[src/rtl/hpu_pkg.sv]
// Shared HPU stream constants and the output-buffer release-state encoding.
package hpu_pkg;

    localparam int unsigned AXIS_DATA_W = 64;
    localparam int unsigned AXIS_STRB_W = AXIS_DATA_W / 8;

    // HOLD: at a packet boundary, release gated by store_fwd; CUT: draining a packet to TLAST
    typedef enum logic {
        HOLD = 1'b0,
        CUT  = 1'b1
    } rel_state_t;

endpackage

[src/rtl/fifo_mem_2p.sv]
// Simple dual-port RAM: one write port, one registered read port with write-through
// so a word written to the address being read is visible on the next cycle.
module fifo_mem_2p #(
    parameter int unsigned WIDTH  = 65,
    parameter int unsigned ADDR_W = 5
) (
    input  logic              clk,
    input  logic              rst_n,
    input  logic              we,
    input  logic [ADDR_W-1:0] waddr,
    input  logic [WIDTH-1:0]  wdata,
    input  logic [ADDR_W-1:0] raddr,
    output logic [WIDTH-1:0]  rdata
);
    localparam int unsigned DEPTH = 2 ** ADDR_W;

    logic [WIDTH-1:0] mem [DEPTH];

    always_ff @(posedge clk) begin
        if (we) begin
            mem[waddr] <= wdata;
        end
    end

    always_ff @(posedge clk or negedge rst_n) begin
        if (!rst_n) begin
            rdata <= '0;
        end else if (we && (waddr == raddr)) begin
            rdata <= wdata;
        end else begin
            rdata <= mem[raddr];
        end
    end

endmodule

[src/rtl/axis_dst_fifo.sv]
// First-word-fall-through AXI-Stream output buffer between the HPU and the DMA S2MM
// channel, with cut-through or store-and-forward packet release and status counters.
module axis_dst_fifo
    import hpu_pkg::*;
#(
    parameter int unsigned DATA_W     = AXIS_DATA_W,
    parameter int unsigned DEPTH_LOG2 = 5,
    parameter int unsigned CNT_W      = 16
) (
    input  logic                  AXIS_ACLK,
    input  logic                  AXIS_ARESETN,
    input  logic                  clr,
    input  logic                  store_fwd,
    input  logic                  S_AXIS_TVALID,
    input  logic [DATA_W-1:0]     S_AXIS_TDATA,
    input  logic                  S_AXIS_TLAST,
    output logic                  S_AXIS_TREADY,
    output logic                  M_AXIS_TVALID,
    output logic [DATA_W-1:0]     M_AXIS_TDATA,
    output logic [DATA_W/8-1:0]   M_AXIS_TSTRB,
    output logic                  M_AXIS_TLAST,
    input  logic                  M_AXIS_TREADY,
    output logic [DEPTH_LOG2:0]   level,
    output logic [DEPTH_LOG2:0]   pkt_avail,
    output logic [CNT_W-1:0]      pkt_sent,
    output logic [CNT_W-1:0]      words_sent,
    output logic                  oversize
);
    localparam int unsigned PTR_W = DEPTH_LOG2 + 1;
    localparam int unsigned ENT_W = DATA_W + 1;
    localparam logic [PTR_W-1:0] DEPTH_L = PTR_W'(2 ** DEPTH_LOG2);

    logic [PTR_W-1:0] wr_ptr_q, wr_ptr_d;
    logic [PTR_W-1:0] rd_ptr_q, rd_ptr_d;
    logic [PTR_W-1:0] level_q, level_d;
    logic [PTR_W-1:0] pkt_avail_q, pkt_avail_d;
    logic [CNT_W-1:0] pkt_sent_q, pkt_sent_d;
    logic [CNT_W-1:0] words_sent_q, words_sent_d;
    logic             oversize_q, oversize_d;
    logic             tready_q, tready_d;
    rel_state_t       state_q, state_d;

    logic [ENT_W-1:0] head;
    logic             empty, full, head_last, fallback;
    logic             push, pop, push_last, pop_last;

    assign empty     = (level_q == '0);
    assign full      = (level_q == DEPTH_L);
    assign head_last = head[DATA_W];

    // A full buffer with no complete packet would deadlock store-and-forward; stream it instead
    assign fallback = store_fwd && full && (pkt_avail_q == '0) && (state_q == HOLD);

    assign S_AXIS_TREADY = tready_q && !clr;
    assign M_AXIS_TVALID = !clr && !empty &&
                           (!store_fwd || (pkt_avail_q != '0) || (state_q == CUT) || fallback);

    assign push      = S_AXIS_TVALID && S_AXIS_TREADY;
    assign pop       = M_AXIS_TVALID && M_AXIS_TREADY;
    assign push_last = push && S_AXIS_TLAST;
    assign pop_last  = pop && head_last;

    assign M_AXIS_TDATA = head[DATA_W-1:0];
    assign M_AXIS_TLAST = head_last;
    assign M_AXIS_TSTRB = '1;
    assign level        = level_q;
    assign pkt_avail    = pkt_avail_q;
    assign pkt_sent     = pkt_sent_q;
    assign words_sent   = words_sent_q;
    assign oversize     = oversize_q;

    // Read address tracks the next head so the registered read keeps the head presented
    fifo_mem_2p #(
        .WIDTH  (ENT_W),
        .ADDR_W (DEPTH_LOG2)
    ) u_mem (
        .clk   (AXIS_ACLK),
        .rst_n (AXIS_ARESETN),
        .we    (push),
        .waddr (wr_ptr_q[DEPTH_LOG2-1:0]),
        .wdata ({S_AXIS_TLAST, S_AXIS_TDATA}),
        .raddr (rd_ptr_d[DEPTH_LOG2-1:0]),
        .rdata (head)
    );

    // Next-state: pointers, counters and the release state
    always_comb begin
        wr_ptr_d     = wr_ptr_q;
        rd_ptr_d     = rd_ptr_q;
        level_d      = level_q;
        pkt_avail_d  = pkt_avail_q;
        pkt_sent_d   = pkt_sent_q;
        words_sent_d = words_sent_q;
        oversize_d   = oversize_q;
        state_d      = state_q;

        if (push) begin
            wr_ptr_d = wr_ptr_q + PTR_W'(1);
        end
        if (pop) begin
            rd_ptr_d     = rd_ptr_q + PTR_W'(1);
            words_sent_d = words_sent_q + CNT_W'(1);
        end
        if (pop_last) begin
            pkt_sent_d = pkt_sent_q + CNT_W'(1);
        end

        case ({push, pop})
            2'b10:   level_d = level_q + PTR_W'(1);
            2'b01:   level_d = level_q - PTR_W'(1);
            default: level_d = level_q;
        endcase

        case ({push_last, pop_last})
            2'b10:   pkt_avail_d = pkt_avail_q + PTR_W'(1);
            2'b01:   pkt_avail_d = pkt_avail_q - PTR_W'(1);
            default: pkt_avail_d = pkt_avail_q;
        endcase

        if (fallback) begin
            oversize_d = 1'b1;
        end

        // Any popped non-final word opens the packet so a store_fwd change never freezes it
        case (state_q)
            HOLD:    if (fallback || (pop && !head_last)) state_d = CUT;
            CUT:     if (pop_last) state_d = HOLD;
            default: state_d = HOLD;
        endcase

        if (clr) begin
            wr_ptr_d     = '0;
            rd_ptr_d     = '0;
            level_d      = '0;
            pkt_avail_d  = '0;
            pkt_sent_d   = '0;
            words_sent_d = '0;
            oversize_d   = 1'b0;
            state_d      = HOLD;
        end

        tready_d = (level_d != DEPTH_L);
    end

    always_ff @(posedge AXIS_ACLK or negedge AXIS_ARESETN) begin
        if (!AXIS_ARESETN) begin
            wr_ptr_q     <= '0;
            rd_ptr_q     <= '0;
            level_q      <= '0;
            pkt_avail_q  <= '0;
            pkt_sent_q   <= '0;
            words_sent_q <= '0;
            oversize_q   <= 1'b0;
            tready_q     <= 1'b0;
            state_q      <= HOLD;
        end else begin
            wr_ptr_q     <= wr_ptr_d;
            rd_ptr_q     <= rd_ptr_d;
            level_q      <= level_d;
            pkt_avail_q  <= pkt_avail_d;
            pkt_sent_q   <= pkt_sent_d;
            words_sent_q <= words_sent_d;
            oversize_q   <= oversize_d;
            tready_q     <= tready_d;
            state_q      <= state_d;
        end
    end

endmodule

[config.mk]
export PLATFORM = sky130hd
export DESIGN_NAME = axis_dst_fifo
export DESIGN_NICKNAME = d
export VERILOG_FILES = /design/src/rtl/hpu_pkg.sv /design/src/rtl/fifo_mem_2p.sv /design/src/rtl/axis_dst_fifo.sv
export SDC_FILE = /design/constraint.sdc
export NUM_CORES = 2
export LEC_CHECK = 0
export ABC_AREA = 1
export BUFFER_PORTS_ARGS = -buffer_cell sky130_fd_sc_hd__buf_4
export CAP_MARGIN = 20
export CORE_ASPECT_RATIO = 1.25
export CORE_MARGIN = 2
export CORE_UTILIZATION = 50
export DETAILED_ROUTE_END_ITERATION = 10
export PLACE_DENSITY = 0.65
export SLEW_MARGIN = 20
export SYNTH_ARGS = -nofsm -noshare
export SYNTH_HDL_FRONTEND = slang
export SYNTH_SLANG_ARGS = --single-unit
[constraint.sdc]
create_clock -name AXIS_ACLK -period 5.8 [get_ports AXIS_ACLK]
set_clock_uncertainty 0.05 [all_clocks]
set_input_delay 0.87 -clock AXIS_ACLK [delete_from_list [all_inputs] [get_ports AXIS_ACLK]]
set_output_delay 0.87 -clock AXIS_ACLK [all_outputs]
set_load 0.02 [all_outputs]
==> impl_metrics.yaml <==
route:
  drt_iter0_drc: 8579
  avgRoutedWirePerCell_um: 24.7
  drt-total-wl_um: 291000
  viasPerCell: 5.91
  antenna_left: 0
  post-route-drc-count: 0
  firstDrtPassIters: 6
  vias: 69800
floorplan:
  io_pins: 191
  start_util_pct: 50.3
  die_h_um: 496
  die_area_mm2: 0.197
  die-width_um: 397
  core_mm2: 0.192
  rows: 180
logic_synthesis:
  yosys.area.top_type_share_pct: 64.6
  avgSynthCellArea_um2: 10.6
  ys_types: 43
  synthCells: 9157
  synth_warnings: 0
  synth_area_mm2: 0.0967
  ys_seq_area_share_pct: 67.8
  synthTopCellsByArea: "edfxtp_1, nand3_1, nand2_1, inv_1, nand4_1"
  ys_ff_latch: 2202
  synth_top_area_cell: "edfxtp_1"
layout:
  layout_common_cells: "edfxtp_1, nand2_1, nand3_1"
  fillers: 16000
  drive_gt1_share_pct: 7.58
  instances_no_fill: 11800
  syn2layout_area_growth_pct: 11.1
  nets: 9158
  final_common_cell: "edfxtp_1"
  finalInstanceArea_mm2: 0.107
grt:
  grt_overflow: 0
  grtUsageMet1_pct: 38.1
  gr-max-usage-layer: "met2"
  antenna_found_initial: 16
  grt_max_degree: 201
  use_met3_pct: 5.56
  grt_util_met2_pct: 47.8
  grt_pass1_vias: 66400
  grt_pass1_wl_um: 428000
  grt.total_usage_pct: 29.2
clock_tree:
  cts_buffer_depth: 3
  clk_pin_slew_worst_paths_ns: 0.06
  ctsResizeCount: 0
  cts-root-buf: "clkbuf_16"
  clock_sinks: 2202
  post-cts-setup-buffers: 0
  cts_buffers: 208
  cts_tree: "done"
  ctsHoldBuffers: 0
  clk_latency_ns: 0.88
  htreeDepth: 4
placed_design:
  io_buffers: 182
  place_inst: 11400
  place.gp.congestion: 0.820
  dpl.hpwl_um: 136000
  placed_area_mm2: 0.101
critical_path:
  cp.arrival_ns: 4.64
  r2r-start: "pkt_avail[2]"
  worst-r2r-cell-count: 14
  slowest_stage: "buf_12"
  cpMostUsedCell: "nand3_1"
  cp-end-kind: "register"
  max_stage_delay_ns: 0.70
  startpoint_type: "register"
  endpoint: "u_mem.rdata[36]"
  r2r_setup_slack_ns: 1.86
  critPathKind: "register to register"
  worstPathRequired_ns: 6.50
  crit_chain: "nor2_1 > nand2_1 > nor2_2 > nand2_2 > nand4_1 > buf_12 > buf_12 > nand4_1 > nand3_1 > nand3_1 > nand3_1 > nand3_1 > nand3_1 > nand2_1"
  path_max_fanout: 175
  cp-startpoint: "pkt_avail[2]"
  regToRegEndpoint: "u_mem.rdata[36]"
sta:
  tns_ns: 0
  slew_headroom_pct: 11.9
  finalCriticalPeriod_ns: 3.94
  rsz0062_at_grt: "no"
  timing_hold_violations_final: 0
  max_slew.worst_pin.slew_ns: 1.32
  setup_viol: 0
  maxSlewViolCount: 0
  post-route-period-util_pct: 67.9
  max_freq_ghz: 0.254
power:
  ir_drop_v: 0.000385
  total_leakage_power_nw: 44.2
  powerDensity_mw_per_mm2: 365
worst_hold_path:
  hp-class: "input port to async pin"
flow_run:
  max-cap-violations: 0
status:
  outcome: "finished, final reports clean"
==> through the flow <==
step / hold slack, ns / utilization, % / worst slack [ns] / power, mW
after floorplan: 0.487 / - / 0.115 / 22.9
after global placement: 0.402 / 52.3 / 1.18 / 25.7
after detailed placement: 0.418 / 52.3 / 1.17 / 25.8
after CTS: 0.0563 / 55.8 / 1.97 / 39.2
after global routing: 0.0965 / 55.8 / 1.72 / 40.6
final: 0.0740 / 55.8 / 1.86 / 39.2
==> report_power, final <==
group / internal [mW] / total (mW) / switching [mW]
clock network: 7.56 / 13.6 / 6.08
registers: 17.7 / 18.1 / 0.401
logic: 2.09 / 7.44 / 5.35
==> logic make-up (layout without fill, tap and decap cells) <==
| kind of cell | after synthesis | in the layout | share of synthesized area (%) |
|---|---|---|---|
| other | 1 | 19 | 0.00388 |
| and+or+nand+nor | 4587 | 4587 | 22.0 |
| xor gates and xnor gates | 10 | 10 | 0.0906 |
| AOI/OAI and AO/OA | 138 | 138 | 0.910 |
| buffers and inverters | 2201 | 2289 | 9.02 |
| DFF | 2202 | 2202 | 67.8 |
| adders and majority gates | 18 | 18 | 0.248 |
==> state kept, by name, indices dropped and copies added, names as in the netlist <==
| signal | cells |
|---|---|
| pkt_sent | 16 |
| u_mem.mem | 2080 |
| wr_ptr_q | 5 |
| oversize | 1 |
| state_q | 1 |
| pkt_avail | 6 |
| level | 6 |
| rd_ptr_q | 5 |
| u_mem.rdata | 65 |
| tready_q | 1 |
| words_sent | 16 |
==> worst max-delay path: cells and delay by family, from the launching register on <==
family,cells,cell delay [ns]
flops,1,0.42
simple gates,12,1.75
buf+inv,2,1.29
==> layer usage <==
layer,up-vias,share of wire [%]
li1,30900,-
met1,34100,38
met2,4050,47
met3,766,10
met4,4,4.3
met5,-,0.0079
==> cell type report <==
| class | instances | area (um2) | area share [%] |
|---|---|---|---|
| clock inverters | 110 | 1050 | 0.980 |
| repair buffers | 321 | 3160 | 2.94 |
| diodes | 11 | 27.5 | 0.0256 |
| multi-input cells | 4761 | 22800 | 21.2 |
| clock buffers | 283 | 5760 | 5.36 |
| inverters | 1575 | 5950 | 5.54 |
| well taps | 2548 | 3190 | 2.97 |
| flip-flops and latches | 2202 | 65500 | 61.0 |
==> worst min path at each step <==
stage               cells after the start  slack, ns             end      startpoint
floorplan                               2       0.49         state_q         state_q
global placement                        1       0.40  words_sent[15]  words_sent[15]
detailed placement                      1       0.42  words_sent[15]  words_sent[15]
CTS                                     1       0.06  words_sent[13]    AXIS_ARESETN
global route                            1        0.1  words_sent[13]    AXIS_ARESETN
finish                                  1       0.07  words_sent[13]    AXIS_ARESETN
==> synth_stat cells <==
cell,number
o31ai_1,1
buf_6,10
nor3_2,3
nor4_1,3
ha_1,16
fa_1,2
nor2_1,89
dfrtp_1,122
nand3_4,1
a221oi_1,1
a21oi_1,29
nor3_1,12
nor2_2,4
nand2_4,1
conb_1,1
nand2_2,1
buf_1,47
buf_2,267
buf_4,13
nand3b_1,2
inv_1,1566
o22ai_1,3
inv_2,8
clkbuf_1,289
xor2_1,7
a211oi_1,1
o21ai_0,35
nand2_1,2028
nor3b_2,1
edfxtp_1,2080
a31oi_1,1
clkinv_1,1
nand4_1,655
o211ai_2,1
nand3_1,1779
and3_1,1
nand3_2,4
o211ai_1,65
nand4_2,1
nor2_8,1
nor2_4,1
o211a_1,1
xnor2_1,3
No activity file was read; power rests on OpenSTA's default activity.
